## src/rtl/vec3_pkg.sv

```systemverilog
`default_nettype none
// ============================================================================
// Module   : vec3_pkg
// Purpose  : Shared types and helpers for the vec3 assembler.
//            - WIDTH   : default IEEE-754 single-precision word width
//            - VEC_LEN : elements per vector (x, y, z)
//            - word_t, vec3_t, idx_t type definitions
//            - is_nonfinite() : exponent field all-ones (NaN / Inf)
// Revision : 1.0 - initial release
// ============================================================================
package vec3_pkg;

    localparam int WIDTH   = 32;
    localparam int VEC_LEN = 3;

    typedef logic [WIDTH-1:0]       word_t;
    typedef word_t [VEC_LEN-1:0]    vec3_t;
    typedef logic [1:0]             idx_t;

    // Exponent field of a binary32 word is bits [30:23].
    function automatic logic is_nonfinite(input word_t w);
        return (w[30:23] == 8'hFF);
    endfunction

endpackage
`default_nettype wire

```

## src/rtl/vec3_queue.sv

```systemverilog
`default_nettype none
// ============================================================================
// Module   : vec3_queue
// Purpose  : Two-entry queue of assembled 3-element vectors.
// Ports    : clk, rst_n (async active-low), flush (sync clear),
//            push / push_data : write a vector (ignored when full),
//            pop              : drop the head entry (ignored when empty),
//            rd_data          : head entry, or last popped entry when empty,
//            count            : occupancy 0..2, full : count == 2.
// Revision : 1.0 - initial release
// ============================================================================
module vec3_queue
    import vec3_pkg::*;
#(
    parameter int WIDTH = 32
) (
    input  logic                        clk,
    input  logic                        rst_n,
    input  logic                        flush,
    input  logic                        push,
    input  logic [VEC_LEN-1:0][WIDTH-1:0] push_data,
    input  logic                        pop,
    output logic [VEC_LEN-1:0][WIDTH-1:0] rd_data,
    output idx_t                        count,
    output logic                        full
);

    logic [VEC_LEN-1:0][WIDTH-1:0] r_entry [2];
    logic                          r_wr_ptr;
    logic                          r_rd_ptr;
    idx_t                          r_count;

    logic w_empty;
    logic w_push;
    logic w_pop;

    assign w_empty = (r_count == 2'd0);
    assign full    = (r_count == 2'd2);
    assign count   = r_count;

    // Overwrite and underflow are impossible by construction.
    assign w_push = push && !full;
    assign w_pop  = pop && !w_empty;

    always_ff @(posedge clk or negedge rst_n) begin
        if (!rst_n) begin
            r_entry[0] <= '0;
            r_entry[1] <= '0;
            r_wr_ptr   <= 1'b0;
            r_rd_ptr   <= 1'b0;
            r_count    <= 2'd0;
        end else if (flush) begin
            // Zeroing the storage makes the idle output read as zero.
            r_entry[0] <= '0;
            r_entry[1] <= '0;
            r_wr_ptr   <= 1'b0;
            r_rd_ptr   <= 1'b0;
            r_count    <= 2'd0;
        end else begin
            if (w_push) begin
                r_entry[r_wr_ptr] <= push_data;
                r_wr_ptr          <= ~r_wr_ptr;
            end
            if (w_pop) begin
                r_rd_ptr <= ~r_rd_ptr;
            end
            r_count <= r_count + {1'b0, w_push} - {1'b0, w_pop};
        end
    end

    // When empty, the read pointer has already moved past the last popped
    // entry, which is still intact in the other slot.
    assign rd_data = r_entry[w_empty ? ~r_rd_ptr : r_rd_ptr];

endmodule
`default_nettype wire

```

## src/rtl/vec3_assembler.sv

```systemverilog
`default_nettype none
// ============================================================================
// Module   : vec3_assembler
// Purpose  : Collects a serial x, y, z stream of binary32 words into 3-element
//            vectors, buffers up to two of them and presents them with
//            valid/ready. Checks framing against in_last.
// Ports    : clk, rst_n (async active-low), flush (sync clear),
//            in_data / in_valid / in_last / in_ready : input word stream,
//            vec_out / out_valid / out_ready         : vector output,
//            frame_err : 1-cycle pulse per framing violation,
//            err_cnt   : saturating violation count,
//            nan_flag  : sticky non-finite input flag.
// Options  : VEC3_ASM_NAN_ZERO_EN - replace accepted NaN/Inf words by +0.0
//            and raise nan_flag; otherwise words pass through and nan_flag=0.
// Revision : 1.0 - initial release
// ============================================================================
module vec3_assembler
    import vec3_pkg::*;
#(
    parameter int WIDTH     = 32,
    parameter int ERR_CNT_W = 8
) (
    input  logic                          clk,
    input  logic                          rst_n,
    input  logic                          flush,
    input  logic [WIDTH-1:0]              in_data,
    input  logic                          in_valid,
    input  logic                          in_last,
    output logic                          in_ready,
    output logic [VEC_LEN-1:0][WIDTH-1:0] vec_out,
    output logic                          out_valid,
    input  logic                          out_ready,
    output logic                          frame_err,
    output logic [ERR_CNT_W-1:0]          err_cnt,
    output logic                          nan_flag
);

    localparam logic [ERR_CNT_W-1:0] c_err_max = '1;
    localparam idx_t                 c_idx_z   = 2'd2;

    idx_t                   r_idx;
    logic [WIDTH-1:0]       r_asm [2];
    logic                   r_active;
    logic                   r_frame_err;
    logic [ERR_CNT_W-1:0]   r_err_cnt;

    logic [WIDTH-1:0]              w_word;
    logic                          w_accept;
    logic                          w_idx_z;
    logic                          w_violation;
    logic                          w_push;
    logic                          w_pop;
    logic                          w_q_full;
    idx_t                          w_q_count;
    logic [VEC_LEN-1:0][WIDTH-1:0] w_push_vec;

    assign w_idx_z = (r_idx == c_idx_z);

    // Only registered state feeds in_ready; r_active holds it low while in
    // reset and until the first clock edge afterwards.
    assign in_ready = r_active && (!w_idx_z || !w_q_full);

    // Words offered during a flush cycle are discarded.
    assign w_accept = in_valid && in_ready && !flush;

    // in_last must coincide exactly with the z word.
    assign w_violation = w_idx_z ? !in_last : in_last;

`ifdef VEC3_ASM_NAN_ZERO_EN
    logic w_nonfinite;
    logic r_nan_flag;

    assign w_nonfinite = is_nonfinite(word_t'(in_data));
    // Whole word cleared, sign included, so a later negation gives -0.0 only.
    assign w_word      = w_nonfinite ? '0 : in_data;
    assign nan_flag    = r_nan_flag;

    always_ff @(posedge clk or negedge rst_n) begin
        if (!rst_n) begin
            r_nan_flag <= 1'b0;
        end else if (w_accept && w_nonfinite) begin
            r_nan_flag <= 1'b1;
        end
    end
`else
    assign w_word   = in_data;
    assign nan_flag = 1'b0;
`endif

    always_ff @(posedge clk or negedge rst_n) begin
        if (!rst_n) begin
            r_idx       <= 2'd0;
            r_asm[0]    <= '0;
            r_asm[1]    <= '0;
            r_active    <= 1'b0;
            r_frame_err <= 1'b0;
            r_err_cnt   <= '0;
        end else begin
            r_active    <= 1'b1;
            r_frame_err <= w_accept && w_violation;

            if (flush) begin
                r_idx <= 2'd0;
            end else if (w_accept) begin
                if (w_idx_z || in_last) begin
                    // Either the vector is committed to the queue or an early
                    // in_last discards the partial one; both restart at x.
                    r_idx <= 2'd0;
                end else begin
                    r_asm[r_idx[0]] <= w_word;
                    r_idx           <= r_idx + 2'd1;
                end
            end

            if (w_accept && w_violation && (r_err_cnt != c_err_max)) begin
                r_err_cnt <= r_err_cnt + 1'b1;
            end
        end
    end

    // The z word is committed even without in_last; only the error is flagged.
    assign w_push     = w_accept && w_idx_z;
    assign w_push_vec = {w_word, r_asm[1], r_asm[0]};
    assign w_pop      = out_valid && out_ready;

    vec3_queue #(
        .WIDTH (WIDTH)
    ) u_queue (
        .clk       (clk),
        .rst_n     (rst_n),
        .flush     (flush),
        .push      (w_push),
        .push_data (w_push_vec),
        .pop       (w_pop),
        .rd_data   (vec_out),
        .count     (w_q_count),
        .full      (w_q_full)
    );

    assign out_valid = (w_q_count != 2'd0);
    assign frame_err = r_frame_err;
    assign err_cnt   = r_err_cnt;

endmodule
`default_nettype wire
```

## config.mk

```make
export PLATFORM = sky130hd
export DESIGN_NAME = vec3_assembler
export DESIGN_NICKNAME = d
export VERILOG_FILES = /design/src/rtl/vec3_pkg.sv /design/src/rtl/vec3_queue.sv /design/src/rtl/vec3_assembler.sv
export SDC_FILE = /design/constraint.sdc
export NUM_CORES = 1
export LEC_CHECK = 0
export CORE_ASPECT_RATIO = 0.9
export CORE_MARGIN = 2
export CORE_UTILIZATION = 40
export DETAILED_ROUTE_END_ITERATION = 16
export GPL_ROUTABILITY_DRIVEN = 0
export PLACE_DENSITY = 0.69
export SYNTH_ARGS = -nofsm -noshare
export SYNTH_HDL_FRONTEND = slang
export SYNTH_HIERARCHICAL = 1
export SYNTH_SLANG_ARGS = --single-unit
```

## constraint.sdc

```tcl
create_clock -name clk -period 2.6 [get_ports clk]
set_input_delay 0.52 -clock clk [delete_from_list [all_inputs] [get_ports clk]]
set_output_delay 0.52 -clock clk [all_outputs]
set_load 0.1 [all_outputs]
```

==> qor.csv, run 1 <==
stage;metric;value;unit
clock_tree;clock edge transition at the registers on the reported setup and hold paths;0.06;ns
finish;ratio of cells with drive above 1 in the final layout;37.6;%
die;number of placement rows;60;
run_status;failing checks;setup timing;
worst_setup_path;logic depth of the worst register-to-register path;10;
worst_setup_path;sort of element at the start of the critical path;register;
clock_tree;Clock Latency Late Sink;0.54;ns
detailed_routing;drt first-iter violations;568;
yosys;mux share of post-synthesis cell area;17.2;%
yosys;count of mapped cells out of synthesis;879;
worst_setup_path;data arrival time at the worst-slack endpoint;2.25;ns
yosys;xor and xnor fraction of the mapped netlist area;0.427;%
finish;finished layout cell area;16600;µm²
sta;RSZ-0062 raised after global routing;true;
worst_setup_path;maximum fanout encountered on the critical timing path;8;
worst_setup_path;cell breakdown of the critical path;nor2_4, xnor2_4, buf_12, buf_12, buf_16, mux2_4, buf_12;
die;IO Pins;146;
yosys;post-synthesis share of cell area spent on and, or, nand and nor gates;5.92;%
finish;number of inserted filler cells in the final layout;2371;
detailed_routing;Total Wirelength;32000;µm
sta;worst setup margin;-0.171;ns
worst_setup_path;endpoint class of the critical path;primary output;
detailed_routing;count of nets left with antenna violations after detail routing;0;
yosys;post-synthesis compound-gate area fraction;14.5;%
yosys;Avg Inst Size Synth;13.7;µm²
finish;diode count;0;
run_status;run status;complete, but fails checks;
clock_tree;clock root cell;sky130_fd_sc_hd__clkbuf_16;
worst_setup_path;startpoint of the most critical register-to-register path;r_idx[0]$_DFFE_PN0P_;
yosys;nets in the synthesized netlist;922;
worst_setup_path;Critical Path Sink;vec_out[44];
sta;highest attainable clock frequency;361;MHz
global_route;first-pass GRT wire length;50600;µm
finish;Post-layout nets;1074;
yosys;flip-flop and latch count after synthesis;272;
detailed_routing;met1 wire length;14700;µm
yosys;dominant combinational cell family by area after synthesis;multiplexers;
die;vertical die dimension;168;µm
die;core footprint;29700;µm²
finish;Syn-to-layout area delta;38.4;%
placement;Cell Area, Placed;14900;µm²
worst_setup_path;Crit Reg-Reg Endpoint;u_queue/r_entry[25]$_DFFE_PN0P_;
placement;Port Buffer Count;144;
yosys;sequential-to-total area share from yosys stat;56.7;%
yosys;adder-cell area share of the yosys netlist;0.521;%
detailed_routing;# DRC;0;
detailed_routing;TritonRoute pass-1 iters;5;
sta;final worst clock skew;0.0123;ns
detailed_routing;vias after detailed routing;8178;
detailed_routing;vias per std cell;5.62;
placement;placed wire-length estimate after detailed placement;18800;µm
yosys;Synth cell types;39;
clock_tree;H-tree depth;1;
yosys;netlist area before placement;12000;µm²
die;initial standard-cell utilization of the core;40.4;%
job;maximum capacitance violations;0;
sta;final-report setup violation count;96;
sta;actual slew at the worst max-slew pin;0.663;ns
sta;Worst slew margin;55.8;%
global_route;via count of the first global-routing pass;8494;
sta;portion of the clock cycle consumed by the worst path in the final layout;107;%
sta;final count of pins violating max slew;0;
worst_setup_path;Most Frequent Cell on Critical Path;sky130_fd_sc_hd__buf_12;
detailed_routing;length of routed met2 wiring;14600;µm
die;horizontal extent of the die;187;µm
power;leakage power figure;7.67;nW
worst_setup_path;critical path startpoint;u_queue/count[1]$_DFF_PN0_;
clock_tree;clock tree buffer depth;3;
worst_setup_path;Max stage delay cell, worst path;sky130_fd_sc_hd__dfrtp_2;
yosys;Syn. warnings;6;
die;die area;31400;µm²
sta;Final Hold Fails;0;
worst_setup_path;stage delay of the slowest cell on the critical path;0.42;ns
finish;area taken by multi-input logic gates;4980;µm²
power;total power divided by cell area;608;nW/µm²
clock_tree;clk sink count;272;
global_route;number of antenna violations at the first check in global routing;0;
clock_tree;number of CTS-inserted buffers;28;
worst_setup_path;classification of the worst setup path;reg2out;
hold_path;classification of the worst-slack hold path;in2reg;
detailed_routing;DR WL/cell;21.9;µm
power;IR Drop Worst-Case VDD;0.000865;V
finish;Reg area;6810;µm²
detailed_routing;Met3 Routed Length;2080;µm
finish;final core utilization;55.9;%
detailed_routing;Max Used Layer;met4;
global_route;largest net degree at the start of global routing;82;
global_route;total routing resource utilization after global routing;20.0;%
worst_setup_path;data required time at the worst endpoint;2.08;ns
clock_tree;TritonCTS clock tree;done;
sta;final critical-path required period;2.77;ns
worst_setup_path;setup slack on the worst flop-to-flop path;0.20;ns
global_route;Remaining Overflow, GRT;0;
## through the flow
| stage | hold WS, ns | power [mW] | std cells | worst slack, ns | setup TNS (ns) |
|---|---|---|---|---|---|
| 2_1_floorplan | 0.224 | 5.38 | 879 | -0.109 | -8.10 |
| 3_3_place_gp | 0.483 | 5.74 | 1387 | 0.166 | 0 |
| 3_5_place_dp | 0.489 | 5.77 | 1387 | 0.120 | 0 |
| 4_1_cts | 0.446 | 10.2 | 1454 | -0.218 | -14.82 |
| 5_1_grt | 0.474 | 10.5 | 1456 | -0.222 | -16.85 |
| 6_report | 0.447 | 10.1 | 1456 | -0.171 | -11.88 |
## how the worst min path moves through the flow
stage / startpoint / to / slack, ns / cells after the start
2_1_floorplan: rst_n / err_cnt[0]$_DFFE_PN0P_ / 0.22 / 0
3_3_place_gp: u_queue/r_entry[100]$_DFFE_PN0P_ / u_queue/r_entry[100]$_DFFE_PN0P_ / 0.48 / 1
3_5_place_dp: u_queue/r_entry[103]$_DFFE_PN0P_ / u_queue/r_entry[103]$_DFFE_PN0P_ / 0.49 / 1
4_1_cts: flush / r_idx[0]$_DFFE_PN0P_ / 0.45 / 3
5_1_grt: flush / r_idx[0]$_DFFE_PN0P_ / 0.47 / 3
6_report: flush / r_idx[0]$_DFFE_PN0P_ / 0.45 / 3
## state kept, by name, indices dropped and copies added (netlist names)
signal / flops
u_queue/count: 2
err_cnt: 8
u_queue/r_wr_ptr: 1
frame_err: 1
r_active: 1
u_queue/r_entry: 192
r_idx: 2
r_asm: 64
u_queue/r_rd_ptr: 1
## per-layer routing
layer  vias to the layer above  track usage [%]
li1                       3572                -
met1                      4270             28.8
met5                         -                0
met4                         0             4.35
met3                        51             4.21
met2                       285             31.3
## synthesized netlist by cell type
master                     number  share of area [%]
sky130_fd_sc_hd__a21boi_4       1               0.16
sky130_fd_sc_hd__a21oi_1       27                1.1
sky130_fd_sc_hd__a21oi_4        1               0.14
sky130_fd_sc_hd__a22o_1       144                 11
sky130_fd_sc_hd__a31oi_1        2               0.10
sky130_fd_sc_hd__a31oi_4        1               0.18
sky130_fd_sc_hd__and2_1         5               0.26
sky130_fd_sc_hd__and3_1         2               0.10
sky130_fd_sc_hd__and4b_1        1              0.083
sky130_fd_sc_hd__buf_1          1              0.031
sky130_fd_sc_hd__buf_2         20               0.83
sky130_fd_sc_hd__buf_4         17                1.1
sky130_fd_sc_hd__buf_6         19                1.8
sky130_fd_sc_hd__clkbuf_1      19               0.59
sky130_fd_sc_hd__clkbuf_2       1              0.042
sky130_fd_sc_hd__conb_1         2              0.063
sky130_fd_sc_hd__dfrtp_1      272                 57
sky130_fd_sc_hd__ha_1           5               0.52
sky130_fd_sc_hd__inv_1         10               0.31
sky130_fd_sc_hd__mux2_1        40                3.8
sky130_fd_sc_hd__mux2_2        65                6.1
sky130_fd_sc_hd__mux2_4        59                7.4
sky130_fd_sc_hd__nand2_1        9               0.28
sky130_fd_sc_hd__nand2b_1      26                1.4
sky130_fd_sc_hd__nand3_1        2              0.083
sky130_fd_sc_hd__nand3b_1       1              0.063
sky130_fd_sc_hd__nand4_1       50                2.6
sky130_fd_sc_hd__nand4b_4       2               0.40
sky130_fd_sc_hd__nor2_1         7               0.22
sky130_fd_sc_hd__nor2_2         1              0.052
sky130_fd_sc_hd__nor2b_1        3               0.16
sky130_fd_sc_hd__nor3_1         5               0.21
sky130_fd_sc_hd__o21a_1         1              0.063
sky130_fd_sc_hd__o21ai_0       50                2.1
sky130_fd_sc_hd__o21bai_1       1              0.063
sky130_fd_sc_hd__o31ai_1        1              0.063
sky130_fd_sc_hd__or2_2          1              0.052
sky130_fd_sc_hd__xnor2_2        1               0.14
sky130_fd_sc_hd__xor2_1         4               0.29
## area by class of cell
cell class | count | area share [%]
clock buffer | 33 | 4.64
multi-input combinational | 520 | 30.0
timing repair buffer | 199 | 19.6
clock inverter | 19 | 1.53
sequential | 272 | 41.0
inverter | 10 | 0.241
tap | 403 | 3.04
## timing repair
item,CTS,global route
setup buffers,8,1
endpoints found under the setup margin,96,96
endpoints found under the hold margin,59,0
pin swaps,2,2
gates resized for setup,110,18
cloned,6,3
hold buffers,1,0
## cells in the final DEF (no fill, tap or decap), types with 2 or more instances in the layout
cell / n
sky130_fd_sc_hd__dfrtp_1: 271
sky130_fd_sc_hd__a22o_1: 144
sky130_fd_sc_hd__mux2_4: 134
sky130_fd_sc_hd__buf_12: 118
sky130_fd_sc_hd__nand4_1: 50
sky130_fd_sc_hd__o21ai_0: 50
sky130_fd_sc_hd__clkdlybuf4s50_1: 35
sky130_fd_sc_hd__clkbuf_16: 32
sky130_fd_sc_hd__buf_4: 32
sky130_fd_sc_hd__mux2_2: 29
sky130_fd_sc_hd__a21oi_1: 27
sky130_fd_sc_hd__nand2b_1: 25
sky130_fd_sc_hd__clkinv_2: 10
sky130_fd_sc_hd__inv_1: 9
sky130_fd_sc_hd__nand2_1: 8
sky130_fd_sc_hd__nor2_1: 6
sky130_fd_sc_hd__bufinv_16: 6
sky130_fd_sc_hd__buf_16: 6
sky130_fd_sc_hd__and2_1: 4
sky130_fd_sc_hd__nor3_1: 4
sky130_fd_sc_hd__xor2_1: 4
sky130_fd_sc_hd__ha_1: 4
sky130_fd_sc_hd__clkbuf_8: 3
sky130_fd_sc_hd__buf_8: 3
sky130_fd_sc_hd__nor2b_1: 2
sky130_fd_sc_hd__nand3_1: 2
sky130_fd_sc_hd__nand4b_4: 2
sky130_fd_sc_hd__a31oi_1: 2
sky130_fd_sc_hd__conb_1: 2
sky130_fd_sc_hd__clkinvlp_4: 2
## cell families (layout without fill, tap and decap cells)
group / after synthesis / count (layout)
buffers and inverters: 87 / 261
xor gates and xnor gates: 5 / 5
and+or+nand+nor: 115 / 115
other: 2 / 2
DFF: 272 / 272
muxes: 164 / 164
AOI/OAI and AO/OA: 229 / 229
adders and majority gates: 5 / 5
## where the power goes
group          internal, mW  leakage [nW]  switching (mW)  total [mW]
clock network          2.71         0.508            1.70        4.41
registers              4.46          3.71           0.230        4.69
logic                 0.425          3.46           0.581        1.01
## worst max-delay path, delay by kind of cell (launching register included)
kind	cells	cell delay, ns
buffers and inverters	4	0.64
DFF	1	0.42
muxes	1	0.33
and+or+nand+nor	1	0.16
xor gates and xnor gates	1	0.14
(Power assumes the default switching activity.)
==> run 2, diff against run 1 <==
--- a/config.mk
+++ b/config.mk
@@ -10,7 +10,9 @@
 export CORE_UTILIZATION = 40
 export DETAILED_ROUTE_END_ITERATION = 16
 export GPL_ROUTABILITY_DRIVEN = 0
+export GPL_TIMING_DRIVEN = 0
 export PLACE_DENSITY = 0.69
+export SKIP_LAST_GASP = 1
 export SYNTH_ARGS = -nofsm -noshare
 export SYNTH_HDL_FRONTEND = slang
 export SYNTH_HIERARCHICAL = 1
==> qor.csv, run 2 (same netlist as run 1, synthesis figures left out) <==
stage;metric;value;unit
run_status;run status;complete, but fails checks;
run_status;failing checks;setup timing;
hold_path;launch instance of the worst min-delay path;u_queue/r_entry[170]$_DFFE_PN0P_;
finish;number of non-filler instances in the completed layout;1521;
placement;placed wire-length estimate after detailed placement;21900;µm
finish;Reg area;6810;µm²
job;maximum capacitance violations;0;
worst_setup_path;data required time at the worst endpoint;2.08;ns
global_route;Remaining Overflow, GRT;0;
sta;portion of the clock cycle consumed by the worst path in the final layout;108;%
finish;diode count;0;
die;die area;31400;µm²
die;vertical die dimension;168;µm
clock_tree;clock root cell;sky130_fd_sc_hd__clkbuf_16;
finish;commonest cells after routing, fill and taps aside;sky130_fd_sc_hd__dfrtp_1 (271), sky130_fd_sc_hd__a22o_1 (144), sky130_fd_sc_hd__mux2_4 (116);
power;total power divided by cell area;608;nW/µm²
finish;area taken by multi-input logic gates;4950;µm²
worst_setup_path;startpoint of the most critical register-to-register path;u_queue/count[0]$_DFF_PN0_;
finish;Post-layout nets;1141;
power;leakage power figure;7.87;nW
sta;worst setup margin;-0.203;ns
die;number of placement rows;60;
sta;final critical-path required period;2.80;ns
worst_setup_path;Buf+Inv Stages, Crit Path;5;
finish;commonest non-fill, non-tap cell in the layout;sky130_fd_sc_hd__dfrtp_1;
detailed_routing;vias after detailed routing;8518;
worst_setup_path;delay-heaviest family, CP;buffers and inverters;
worst_setup_path;endpoint class of the critical path;primary output;
sta;actual slew at the worst max-slew pin;0.965;ns
finish;ratio of cells with drive above 1 in the final layout;39.5;%
worst_setup_path;Most Frequent Cell on Critical Path;sky130_fd_sc_hd__buf_12;
worst_setup_path;setup slack on the worst flop-to-flop path;-0.08;ns
placement;Cell Area, Placed;14100;µm²
sta;final-layout setup total negative slack;-17.32;ns
hold_path;classification of the worst-slack hold path;reg2reg;
detailed_routing;TritonRoute pass-1 iters;5;
detailed_routing;drt first-iter violations;749;
worst_setup_path;data arrival time at the worst-slack endpoint;2.28;ns
power;IR Drop Worst-Case VDD;0.000924;V
sta;final count of pins violating max slew;0;
global_route;total routing resource utilization after global routing;20.9;%
die;horizontal extent of the die;187;µm
worst_setup_path;cell breakdown of the critical path;nor2_4, xnor2_4, buf_12, buf_12, buf_12, buf_6, mux2_4, buf_12;
detailed_routing;# DRC;0;
clock_tree;TritonCTS clock tree;done;
clock_tree;clock tree buffer depth;3;
detailed_routing;Total Wirelength;35100;µm
global_route;first-pass GRT wire length;51700;µm
worst_setup_path;maximum fanout encountered on the critical timing path;6;
sta;highest attainable clock frequency;357;MHz
clock_tree;Clock Latency Late Sink;0.54;ns
finish;most flop-heavy register;u_queue/r_entry;
finish;number of inserted filler cells in the final layout;2436;
finish;Syn-to-layout area delta;39.0;%
placement;Port Buffer Count;144;
detailed_routing;vias per std cell;5.60;
die;core footprint;29700;µm²
sta;final worst clock skew;0.0106;ns
hold_path;Hold Path Depth;1;
sta;Final Hold Fails;0;
worst_setup_path;Crit Reg-Reg Endpoint;u_queue/r_entry[164]$_DFFE_PN0P_;
sta;final-report setup violation count;180;
worst_setup_path;logic depth of the worst register-to-register path;14;
die;initial standard-cell utilization of the core;40.4;%
detailed_routing;count of nets left with antenna violations after detail routing;0;
worst_setup_path;critical path startpoint;u_queue/count[0]$_DFF_PN0_;
finish;finished layout cell area;16700;µm²
clock_tree;clock edge transition at the registers on the reported setup and hold paths;0.06;ns
finish;number of flip-flops in the largest register;192;
global_route;largest net degree at the start of global routing;102;
worst_setup_path;Max stage delay cell, worst path;sky130_fd_sc_hd__dfrtp_1;
worst_setup_path;sort of element at the start of the critical path;register;
detailed_routing;DR WL/cell;23.1;µm
die;IO Pins;146;
clock_tree;number of CTS-inserted buffers;28;
global_route;via count of the first global-routing pass;8535;
placement;Placed Cells;1428;
clock_tree;clk sink count;272;
worst_setup_path;stage delay of the slowest cell on the critical path;0.42;ns
worst_setup_path;classification of the worst setup path;reg2out;
sta;Worst slew margin;35.4;%
hold_path;Endpoint, Worst Hold;u_queue/r_entry[170]$_DFFE_PN0P_;
sta;RSZ-0062 raised after global routing;true;
finish;final core utilization;56.1;%
global_route;number of antenna violations at the first check in global routing;0;
clock_tree;H-tree depth;1;
[run 2: cell types whose count changed in the layout (fill, tap and decap cells not counted), moves of 4 or more]
cell	delta
sky130_fd_sc_hd__buf_12	-56
sky130_fd_sc_hd__buf_6	+44
sky130_fd_sc_hd__buf_8	+33
sky130_fd_sc_hd__mux2_2	+19
sky130_fd_sc_hd__mux2_4	-18
sky130_fd_sc_hd__buf_4	+16
sky130_fd_sc_hd__clkbuf_1	+12
sky130_fd_sc_hd__o21ai_0	-9
sky130_fd_sc_hd__dlygate4sd2_1	+8
sky130_fd_sc_hd__o21ai_1	+8
sky130_fd_sc_hd__buf_2	+5
sky130_fd_sc_hd__buf_16	-4
[run 2: per-stage QoR]
stage	setup WS, ns	hold slack, ns	power [mW]
after floorplan	-0.109	0.224	5.38
after global placement	-10.62	0.482	5.76
after detailed placement	-0.636	0.486	5.79
after CTS	-0.236	0.507	10.2
after global routing	-0.253	0.519	10.5
final	-0.203	0.506	10.1
[run 2: how the worst max path moves through the flow]
| stage | slack, ns | to | depth (start not counted) |
|---|---|---|---|
| finish | -0.20 | vec_out[0] | 8 |
| global route | -0.25 | vec_out[76] | 7 |
| CTS | -0.24 | vec_out[64] | 7 |
| detailed placement | -0.64 | vec_out[64] | 6 |
| global placement | -10.62 | r_asm[52]$_DFFE_PN0P_ | 1 |
| floorplan | -0.11 | u_queue/count[1]$_DFF_PN0_ | 13 |
[run 2: power breakdown]
group,internal (mW),switching [mW]
Sequential,4.46,0.225
Combinational,0.442,0.607
Clock,2.73,1.68
[run 2: metal layers]
metal / up-vias / part of all wire, % / global-route usage (%)
met2: 352 / 45 / 31.4
met5: - / 0 / 0
met4: 0 / 2.1 / 5.52
met1: 4403 / 45 / 31.1
met3: 53 / 7.2 / 3.94
li1: 3710 / - / -
[run 2: worst register-to-register path, cell delays in order, from the launching register on]
cell	delay [ns]
sky130_fd_sc_hd__dfrtp_1	0.41
sky130_fd_sc_hd__buf_4	0.14
sky130_fd_sc_hd__nand2b_4	0.12
sky130_fd_sc_hd__buf_12	0.11
sky130_fd_sc_hd__inv_4	0.05
sky130_fd_sc_hd__buf_6	0.15
sky130_fd_sc_hd__a21boi_4	0.19
sky130_fd_sc_hd__nand2_2	0.10
sky130_fd_sc_hd__nor3_4	0.27
sky130_fd_sc_hd__buf_4	0.17
sky130_fd_sc_hd__nor2b_1	0.12
sky130_fd_sc_hd__buf_4	0.18
sky130_fd_sc_hd__a21oi_4	0.13
sky130_fd_sc_hd__buf_6	0.18
sky130_fd_sc_hd__a22o_1	0.24
[run 2: timing repair]
item,CTS,global route
pin swaps,2,6
endpoints found under the setup margin,167,278
hold buffers,1,0
resized for setup,796,209
cloned,0,7
buffers inserted,14,24
endpoints found under the hold margin,54,0
[run 2: layout make-up]
| type | instances | area share (%) |
|---|---|---|
| clock inverters | 15 | 1.38 |
| multi-input cells | 521 | 29.7 |
| clock buffers | 35 | 4.73 |
| plain buffers | 74 | 4.17 |
| repair buffers | 191 | 16.0 |
| flip-flops and latches | 272 | 40.8 |
| well taps | 403 | 3.02 |
| inverters | 10 | 0.240 |
